[config.mk]
export PLATFORM = sky130hd
export DESIGN_NAME = mem_bus_arbiter
export DESIGN_NICKNAME = d
export VERILOG_FILES = /design/src/rtl/mem_bus_arbiter.sv
export SDC_FILE = /design/constraint.sdc
export NUM_CORES = 1
export LEC_CHECK = 0
export ABC_AREA = 1
export ABC_CLOCK_PERIOD_IN_PS = 2600
export CAP_MARGIN = 25
export CORE_ASPECT_RATIO = 0.5
export CORE_MARGIN = 3
export CORE_UTILIZATION = 44
export DETAILED_ROUTE_END_ITERATION = 8
export PLACE_DENSITY = 0.84
export REMOVE_ABC_BUFFERS = 1
export SYNTH_ARGS = -nofsm -noshare
export SYNTH_HDL_FRONTEND = slang
export SYNTH_SLANG_ARGS = --single-unit
[constraint.sdc]
create_clock -name clk -period 2.6 [get_ports clk]
set_input_delay 0.52 -clock clk [delete_from_list [all_inputs] [get_ports clk]]
set_output_delay 0.52 -clock clk [all_outputs]
set_load 0.02 [all_outputs]
[src/rtl/mem_bus_arbiter.sv]
// mem_bus_arbiter: shares one external memory bus between the IF and MEM ports.
// MEM has priority. Each returned word is held until its pipeline stage advances.
// A flush lets the outstanding bus cycle complete, then discards its result.
// Optional feature macro: BUS_TIMEOUT_EN aborts a cycle after TIMEOUT_CYCLES
// cycles without an ack and raises bus_err_if / bus_err_mem.
module mem_bus_arbiter #(
   parameter int unsigned TIMEOUT_CYCLES = 255
) (
   input  logic        clk,
   input  logic        rst,
   input  logic [5:0]  stall,
   input  logic        flush,
   input  logic        if_ce,
   input  logic [31:0] if_addr,
   output logic [31:0] if_inst,
   output logic        stallreq_if,
   input  logic        mem_ce,
   input  logic        mem_we,
   input  logic [3:0]  mem_sel,
   input  logic [31:0] mem_addr,
   input  logic [31:0] mem_wdata,
   output logic [31:0] mem_rdata,
   output logic        stallreq_mem,
   output logic        bus_cyc_o,
   output logic        bus_stb_o,
   output logic        bus_we_o,
   output logic [3:0]  bus_sel_o,
   output logic [31:0] bus_addr_o,
   output logic [31:0] bus_data_o,
   input  logic [31:0] bus_data_i,
   input  logic        bus_ack_i,
   output logic        bus_err_if,
   output logic        bus_err_mem
);

   typedef enum logic [1:0] {
      IDLE       = 2'd0,
      BUSY_MEM   = 2'd1,
      BUSY_IF    = 2'd2,
      WAIT_FLUSH = 2'd3
   } state_t;

   state_t      state_r, state_s;
   logic        if_done_r, if_done_s;
   logic        mem_done_r, mem_done_s;
   logic [31:0] if_inst_r, if_inst_s;
   logic [31:0] mem_rdata_r, mem_rdata_s;
   logic        cyc_r, cyc_s;
   logic        we_r, we_s;
   logic [3:0]  sel_r, sel_s;
   logic [31:0] addr_r, addr_s;
   logic [31:0] wdata_r, wdata_s;
   logic        timeout_s;
   logic        unused_stall_s;

   // Only the IF and MEM stall bits matter to this block.
   assign unused_stall_s = ^{stall[5], stall[3:2], stall[0]};

   // The timeout count is an 8-bit quantity; reject settings it cannot reach.
   if (TIMEOUT_CYCLES == 0 || TIMEOUT_CYCLES > 255) begin : g_bad_timeout
      $error("mem_bus_arbiter: TIMEOUT_CYCLES must be within 1..255");
   end

`ifdef BUS_TIMEOUT_EN
   localparam logic [7:0] TIMEOUT_LIMIT = 8'(TIMEOUT_CYCLES);

   logic [7:0] cnt_r;
   logic       err_if_r;
   logic       err_mem_r;

   // Wait counter: zero while idle (so it restarts with every transaction), counts ack-less busy cycles.
   always_ff @(posedge clk) begin
      if (!rst) begin
         cnt_r <= 8'd0;
      end else if (state_r == IDLE) begin
         cnt_r <= 8'd0;
      end else if (!bus_ack_i) begin
         cnt_r <= cnt_r + 8'd1;
      end else begin
         cnt_r <= cnt_r;
      end
   end

   assign timeout_s = (state_r != IDLE) && !bus_ack_i && ((cnt_r + 8'd1) == TIMEOUT_LIMIT);

   // Error flags ride along with their done flag; set only when the done flag came from a timeout.
   always_ff @(posedge clk) begin
      if (!rst) begin
         err_if_r  <= 1'b0;
         err_mem_r <= 1'b0;
      end else begin
         err_if_r  <= if_done_s  & (err_if_r  | (timeout_s && state_r == BUSY_IF  && !flush));
         err_mem_r <= mem_done_s & (err_mem_r | (timeout_s && state_r == BUSY_MEM && !flush));
      end
   end

   assign bus_err_if  = err_if_r;
   assign bus_err_mem = err_mem_r;
`else
   assign timeout_s   = 1'b0;
   assign bus_err_if  = 1'b0;
   assign bus_err_mem = 1'b0;
`endif

   // Next-state, bus-output and result-buffer logic.
   always_comb begin
      state_s     = state_r;
      cyc_s       = cyc_r;
      we_s        = we_r;
      sel_s       = sel_r;
      addr_s      = addr_r;
      wdata_s     = wdata_r;
      if_inst_s   = if_inst_r;
      mem_rdata_s = mem_rdata_r;

      // Buffered results are released when the stage advances or the pipe flushes.
      if (flush || !stall[1]) begin
         if_done_s = 1'b0;
      end else begin
         if_done_s = if_done_r;
      end
      if (flush || !stall[4]) begin
         mem_done_s = 1'b0;
      end else begin
         mem_done_s = mem_done_r;
      end

      case (state_r)
         IDLE: begin
            if (flush) begin
               state_s = IDLE;
            end else if (mem_ce && !mem_done_r) begin
               state_s = BUSY_MEM;
               cyc_s   = 1'b1;
               we_s    = mem_we;
               sel_s   = mem_sel;
               addr_s  = mem_addr;
               wdata_s = mem_wdata;
            end else if (if_ce && !if_done_r) begin
               state_s = BUSY_IF;
               cyc_s   = 1'b1;
               we_s    = 1'b0;
               sel_s   = 4'b1111;
               addr_s  = if_addr;
               wdata_s = 32'h0000_0000;
            end else begin
               state_s = IDLE;
            end
         end
         BUSY_MEM, BUSY_IF: begin
            if (bus_ack_i || timeout_s) begin
               state_s = IDLE;
               cyc_s   = 1'b0;
               we_s    = 1'b0;
               if (flush) begin
                  state_s = IDLE;
               end else if (state_r == BUSY_MEM) begin
                  mem_done_s = 1'b1;
                  if (timeout_s) begin
                     mem_rdata_s = 32'h0000_0000;
                  end else if (!we_r) begin
                     mem_rdata_s = bus_data_i;
                  end else begin
                     mem_rdata_s = mem_rdata_r;
                  end
               end else begin
                  if_done_s = 1'b1;
                  if (timeout_s) begin
                     if_inst_s = 32'h0000_0000;
                  end else begin
                     if_inst_s = bus_data_i;
                  end
               end
            end else if (flush) begin
               state_s = WAIT_FLUSH;
            end else begin
               state_s = state_r;
            end
         end
         WAIT_FLUSH: begin
            if (bus_ack_i || timeout_s) begin
               state_s = IDLE;
               cyc_s   = 1'b0;
               we_s    = 1'b0;
            end else begin
               state_s = WAIT_FLUSH;
            end
         end
         default: begin
            state_s = IDLE;
            cyc_s   = 1'b0;
            we_s    = 1'b0;
         end
      endcase
   end

   // State and output registers; reset also abandons any bus cycle in flight.
   always_ff @(posedge clk) begin
      if (!rst) begin
         state_r     <= IDLE;
         if_done_r   <= 1'b0;
         mem_done_r  <= 1'b0;
         if_inst_r   <= 32'h0000_0000;
         mem_rdata_r <= 32'h0000_0000;
         cyc_r       <= 1'b0;
         we_r        <= 1'b0;
         sel_r       <= 4'b0000;
         addr_r      <= 32'h0000_0000;
         wdata_r     <= 32'h0000_0000;
      end else begin
         state_r     <= state_s;
         if_done_r   <= if_done_s;
         mem_done_r  <= mem_done_s;
         if_inst_r   <= if_inst_s;
         mem_rdata_r <= mem_rdata_s;
         cyc_r       <= cyc_s;
         we_r        <= we_s;
         sel_r       <= sel_s;
         addr_r      <= addr_s;
         wdata_r     <= wdata_s;
      end
   end

   assign stallreq_if  = if_ce  & ~if_done_r;
   assign stallreq_mem = mem_ce & ~mem_done_r;
   assign if_inst      = if_inst_r;
   assign mem_rdata    = mem_rdata_r;
   assign bus_cyc_o    = cyc_r;
   assign bus_stb_o    = cyc_r;
   assign bus_we_o     = we_r;
   assign bus_sel_o    = sel_r;
   assign bus_addr_o   = addr_r;
   assign bus_data_o   = wdata_r;

endmodule

* After elaboration in Yosys (flattened, before gate mapping)
Index checks and enable logic that the tools add are counted.
W data, S select, Z words.
** Storage, ports and cells
- Bits in registers :: 138
- Latch bits :: 0
- RAM bits :: 0
- ROM bits :: 0
- Bits of input ports :: 145
- Output and inout port bits :: 139
- Logic and storage cells :: 72
- Memories :: 0
** Cells by class
- $add $sub $neg :: 0
- Multiply operators :: 0
- Div/mod/pow operators :: 0
- $lt $le $gt $ge :: 0
- Equal/unequal tests :: 7
- Shifts and indexed selects :: 0
- Muxes and demuxes :: 32
- Bitwise operators :: 7
- Reductions and logical operators :: 16
** Operators by type and width (number)
- $mux W32 :: 4
- $mux W1 :: 17
- $mux W2 :: 6
- $mux W4 :: 2
- $ne A3 B3 Y1 const B :: 2
- $pmux W2 S3 :: 1
- $reduce_and A3 Y1 :: 2
- $not A1 Y1 :: 5
- $reduce_and A5 Y1 :: 1
- $eq A2 B2 Y1 const B :: 2
- $logic_not A1 Y1 :: 4
- $pmux W1 S2 :: 2
- $reduce_and A4 Y1 :: 1
- $reduce_or A3 Y1 :: 1
- $and A1 B1 Y1 :: 2
- $eq A2 B1 Y1 const B :: 1
- $logic_and A1 B1 Y1 :: 2
- $logic_not A2 Y1 :: 1
- $logic_or A1 B1 Y1 :: 2
- $ne A2 B1 Y1 const B :: 1
- $ne A2 B2 Y1 const B :: 1
- $reduce_bool A2 Y1 :: 1
- $reduce_or A2 Y1 :: 1

* Longest topological paths before layout
- Depth in word-level cells :: 7
- Depth in mapped cells :: 9
- Gate-level depth less buffers :: 7

* Worst setup path before layout
Ideal clock, no wire load.
- Kind :: flip-flop to flip-flop
- From :: register state_r[0]
- To :: register mem_rdata_r[12], in the netlist mem_rdata[12]
- Setup time :: 0.128 ns
- Arrival time :: 1.407 ns
- Data required time :: 2.472 ns
- Slack :: 1.064 ns
- Cell stages (with the launch flop) :: 8
- Path buffers :: 1
- Path through :: dfxtp_1 inv_1 ha_1 nand2_1 inv_1 nand3_2 clkbuf_1 a21oi_1
** On the way
- Longest elaborated chain between the ends :: 3
** Ends and longest elaborated chain
- from (decl) :: RTL line 43 : state_t state_r, state_s;
- from (signal assigned) :: RTL line 211 : state_r <= state_s;
- $eq A2 B1 Y1 / $eq A2 B2 Y1 (equally long branches) :: RTL line 128, 157
- $reduce_or A2 Y1 :: RTL line 128 : case (state_r)
- $reduce_and A5 Y1 (no source line) (*)
- to (signal assigned) :: RTL line 215 : mem_rdata_r <= mem_rdata_s;
- to (decl) :: RTL line 47 : logic [31:0] mem_rdata_r, mem_rdata_s;
Every way passes the cells marked *; elsewhere a longest branch is shown, timed or not.
A chain may end at the register's enable or synchronous reset.

* Worst setup path after layout
- From :: input mem_ce
- To :: output stallreq_mem
** On the way
- Longest elaborated chain between the ends :: 1
** Ends and longest elaborated chain
- from (decl) :: RTL line 17 : input logic mem_ce,
- $and A1 B1 Y1 :: RTL line 225 : assign stallreq_mem = mem_ce & ~mem_done_r;
- to (decl) :: RTL line 23 : output logic stallreq_mem,
Every way passes these cells.

==> results.rst <==
.. list-table::
   :header-rows: 1

   * - Metric
     - Value
   * - Status
     - completed
   * - CTS buffer count
     - 17
   * - Total buffers and inverters traversed by the critical path
     - 3
   * - Clock tree buffer depth
     - 2
   * - Number of max-cap violations
     - 0
   * - Post-route worst hold slack
     - 0.441 ns
   * - Min cycle time layout
     - 2.29 ns
   * - Capturing instance or port of the critical path
     - stallreq_mem
   * - Power density normalized to cell area
     - 668 nW/um2
   * - Critical path, cell by cell
     - clkdlybuf4s50_1 -> nand2_4 -> inv_2 -> clkdlybuf4s50_1
   * - Critical Path Fanout Max
     - 2
   * - Cell count after synthesis
     - 811
   * - #FFs+latches synth
     - 138
   * - Leading post-synthesis cells by cell area
     - sky130_fd_sc_hd__dfxtp_1 (48%), sky130_fd_sc_hd__nand2_1 (13%), sky130_fd_sc_hd__nor2_1 (8.6%)
   * - Largest vdd supply drop
     - 0.504 mV
   * - Number of hold-slack violations in the final timing report
     - 0
   * - Clock Pin Slew Worst Setup and Hold Paths
     - 0.06 ns
   * - Unrepaired setup endpoints after global routing
     - false
   * - Total length of routed wires
     - 18.2 mm
   * - Clock latency of the later-clocked register in the worst-skew pair
     - 0.41 ns
   * - Row count
     - 28
   * - Ys async rst share
     - 0
   * - Post-cts resize count
     - 0
   * - Maximum number of pins on one net before global-route repair
     - 70
   * - Syn. warnings
     - 0
   * - CP max stage delay
     - 0.63 ns
   * - Total number of clock tree sinks
     - 138
   * - Vias in the first global route
     - 5921
   * - DRC Markers
     - 0
   * - Total core area
     - 12200 um2
   * - Setup WS pre-CTS
     - 0.188 ns
   * - Lkg Pwr
     - 3.83 nW
   * - Number of endpoints failing setup at the final stage
     - 0
   * - Required time worst endpoint
     - 2.08 ns
   * - Part of the Yosys area used for sequential elements
     - 0.484
   * - Number of antenna violations at the first check in global routing
     - 0
   * - Horizontal die dimension
     - 167 um
   * - Crit. Startpoint
     - mem_ce
   * - Post-synth top flop
     - sky130_fd_sc_hd__dfxtp_1
   * - Worst reg2reg setup slack
     - 0.67 ns
   * - Routed length per instance
     - 14.7 um
   * - Initial DRC Count
     - 448
   * - Largest delay contributor family on the critical path
     - buffers and inverters
   * - Signed area change from the synthesized netlist to the final layout
     - 60.3%
   * - Vias per inst
     - 4.90
   * - Worst setup slack after layout
     - 0.308 ns
   * - CP arrival
     - 1.77 ns
   * - Total via count in the routed design
     - 6081
   * - Share of the cycle needed by the critical path after routing
     - 0.882
   * - Type of element launching the critical path
     - input pin
   * - Post-CTS setup buffers
     - 0
   * - Top cell types by occurrence after synthesis
     - sky130_fd_sc_hd__nand2_1 (205), sky130_fd_sc_hd__dfxtp_1 (138), sky130_fd_sc_hd__nor2_1 (131)
   * - Startpoint of the most critical register-to-register path
     - state_r[0]$_SDFFE_PN0P_
   * - Number of slew-limit violations in the final report
     - 0
   * - Worst-case clock skew
     - 0.00940 ns
   * - Weighted congestion reported at the end of routability-driven placement
     - 0.815
   * - All-layer global routing usage
     - 0.244
   * - Count of input and output buffers
     - 277
   * - Critical Path End Type
     - output pin
   * - Number of synthesized flops with an enable pin
     - 0
   * - Path type of the worst min-delay path
     - reg2reg
   * - Clock tree from TritonCTS
     - yes
   * - Number of cells traversed by the worst register-to-register path
     - 8
   * - Master cell of the clock root buffer
     - sky130_fd_sc_hd__clkbuf_16
   * - Post-synth top area share
     - 0.484
   * - Library cells used by synthesis
     - 22
   * - Maximum operating frequency
     - 436 MHz
   * - Number of top-level pins
     - 284
   * - # hold bufs at CTS
     - 0
   * - Fraction of layout instances using a drive strength above 1
     - 0.0511
   * - Effective utilization at floorplan
     - 0.467
   * - Number of nets in the finished design
     - 1213
   * - Half-perimeter wire length after detailed placement
     - 12.9 mm
   * - Slowest cell on crit path
     - sky130_fd_sc_hd__clkdlybuf4s50_1
   * - Most frequent cell after synthesis
     - sky130_fd_sc_hd__nand2_1
   * - Area of the die
     - 14500 um2
   * - CP Class
     - in2out
   * - Cell area after technology mapping
     - 5710 um2
   * - Die Y-Extent
     - 86.5 um
   * - Endpoint of the worst register-to-register path
     - mem_rdata[8]$_SDFFE_PN0P_
   * - Overall power of the completed layout
     - 6.12 mW
   * - Cell taking the most area after synthesis
     - sky130_fd_sc_hd__dfxtp_1
   * - Post-Syn Area per Cell
     - 7.04 um2
   * - Slew at the pin closest to its max-slew limit
     - 0.696 ns
   * - Most numerous cell on the critical path
     - sky130_fd_sc_hd__clkdlybuf4s50_1
   * - Fill cell instance count of the final layout
     - 949
   * - Overflow left after global routing
     - 0
   * - Final cell utilization of the core
     - 0.748
   * - Routed Antenna Nets
     - 0
   * - Detailed-router iteration count before antenna repair
     - 5
   * - Global-route wire length before repair
     - 28.9 mm
   * - Depth of the critical timing path with buffers and inverters included
     - 4
   * - Antenna cell count
     - 0
   * - Htree depth
     - 4
   * - Headroom to the max-slew limit
     - 0.536
## metal layers
layer  up-vias  share of wire  GRT usage
met2       204           0.51      0.449
li1       3063              -          -
met4         0          0.031      0.106
met5         -              0          0
met3        42          0.067     0.0670
met1      2772           0.39      0.271
## worst min-delay path: stages, from the launching register on
cell                      delay (ns)
sky130_fd_sc_hd__dfxtp_1        0.31
sky130_fd_sc_hd__inv_1          0.04
sky130_fd_sc_hd__a21oi_1        0.05
## placed cells by master (no fill, tap or decap)
cell type / Yosys / layout
sky130_fd_sc_hd__inv_6: 0 / 3
sky130_fd_sc_hd__or2_2: 1 / 1
sky130_fd_sc_hd__clkinv_4: 0 / 2
sky130_fd_sc_hd__buf_12: 0 / 4
sky130_fd_sc_hd__inv_1: 80 / 80
sky130_fd_sc_hd__clkinvlp_4: 0 / 3
sky130_fd_sc_hd__inv_2: 3 / 3
sky130_fd_sc_hd__clkbuf_8: 0 / 1
sky130_fd_sc_hd__a21oi_1: 72 / 72
sky130_fd_sc_hd__bufinv_16: 0 / 2
sky130_fd_sc_hd__buf_2: 18 / 1
sky130_fd_sc_hd__clkdlybuf4s50_1: 0 / 276
sky130_fd_sc_hd__clkinv_2: 0 / 4
sky130_fd_sc_hd__clkbuf_16: 0 / 17
sky130_fd_sc_hd__nor2_1: 131 / 131
sky130_fd_sc_hd__a31oi_1: 2 / 2
sky130_fd_sc_hd__nand2_1: 205 / 205
sky130_fd_sc_hd__ha_1: 4 / 4
sky130_fd_sc_hd__conb_1: 1 / 2
sky130_fd_sc_hd__o21ai_0: 57 / 57
sky130_fd_sc_hd__nand3_1: 7 / 6
sky130_fd_sc_hd__dfxtp_1: 138 / 138
sky130_fd_sc_hd__clkinv_1: 1 / 1
sky130_fd_sc_hd__nand3_2: 1 / 1
sky130_fd_sc_hd__nand2_4: 1 / 1
sky130_fd_sc_hd__nor3_4: 1 / 1
sky130_fd_sc_hd__o21ai_1: 10 / 10
sky130_fd_sc_hd__nand4_1: 38 / 38
sky130_fd_sc_hd__buf_4: 13 / 10
sky130_fd_sc_hd__nand3_4: 0 / 1
## power by group
| part | switching (mW) | internal, mW | total [mW] | leakage (nW) |
|---|---|---|---|---|
| combinational | 0.742 | 0.636 | 1.38 | 2.42 |
| sequential | 0.0815 | 2.28 | 2.36 | 1.12 |
| clock | 0.936 | 1.44 | 2.38 | 0.283 |
| total | 1.76 | 4.36 | 6.12 | 3.83 |
## registers in the layout, summed over array words and instances (netlist names)
signal and flops:
bus_addr_o 32, bus_cyc_o 1, bus_data_o 32, bus_sel_o 4, bus_we_o 1, if_done_r 1
if_inst 32, mem_done_r 1, mem_rdata 32, state_r 2
## cell families (layout without fill, tap and decap cells)
| group | Yosys count | after routing | share of synthesized area |
|---|---|---|---|
| AOI/OAI and AO/OA | 141 | 141 | 0.124 |
| buffers and inverters | 142 | 407 | 0.106 |
| DFF | 138 | 138 | 0.484 |
| other | 1 | 2 | 0.000657 |
| adders and majority gates | 4 | 4 | 0.00877 |
| and+or+nand+nor | 385 | 385 | 0.276 |
## final cells by class
class | instances | area (um2) | share of cell area
Sequential cell | 138 | 2760 | 0.302
Clock buffer | 18 | 439 | 0.0480
Inverter | 84 | 315 | 0.0345
Timing Repair Buffer | 291 | 2920 | 0.319
Tap cell | 165 | 206 | 0.0226
Multi-Input combinational cell | 532 | 2360 | 0.258
Clock inverter | 14 | 146 | 0.0160
## metrics by stage
step	TNS, ns	cell area [um2]	instances
2_1_floorplan	-68.48	5420	754
3_3_place_gp	0	8560	1210
3_5_place_dp	0	8560	1210
4_1_cts	0	9150	1242
5_1_grt	0	9150	1242
6_report	0	9150	1242
## worst min path at each step
stage | from | endpoint | cells past startpoint
after floorplan | if_done_r$_SDFF_PN0_ | if_done_r$_SDFF_PN0_ | 2
after global placement | mem_rdata[26]$_SDFFE_PN0P_ | mem_rdata[26]$_SDFFE_PN0P_ | 2
after detailed placement | mem_rdata[24]$_SDFFE_PN0P_ | mem_rdata[24]$_SDFFE_PN0P_ | 2
after CTS | mem_rdata[24]$_SDFFE_PN0P_ | mem_rdata[24]$_SDFFE_PN0P_ | 2
after global routing | mem_rdata[6]$_SDFFE_PN0P_ | mem_rdata[6]$_SDFFE_PN0P_ | 2
final | mem_rdata[22]$_SDFFE_PN0P_ | mem_rdata[22]$_SDFFE_PN0P_ | 2
Power figures use the tool's default switching activity.
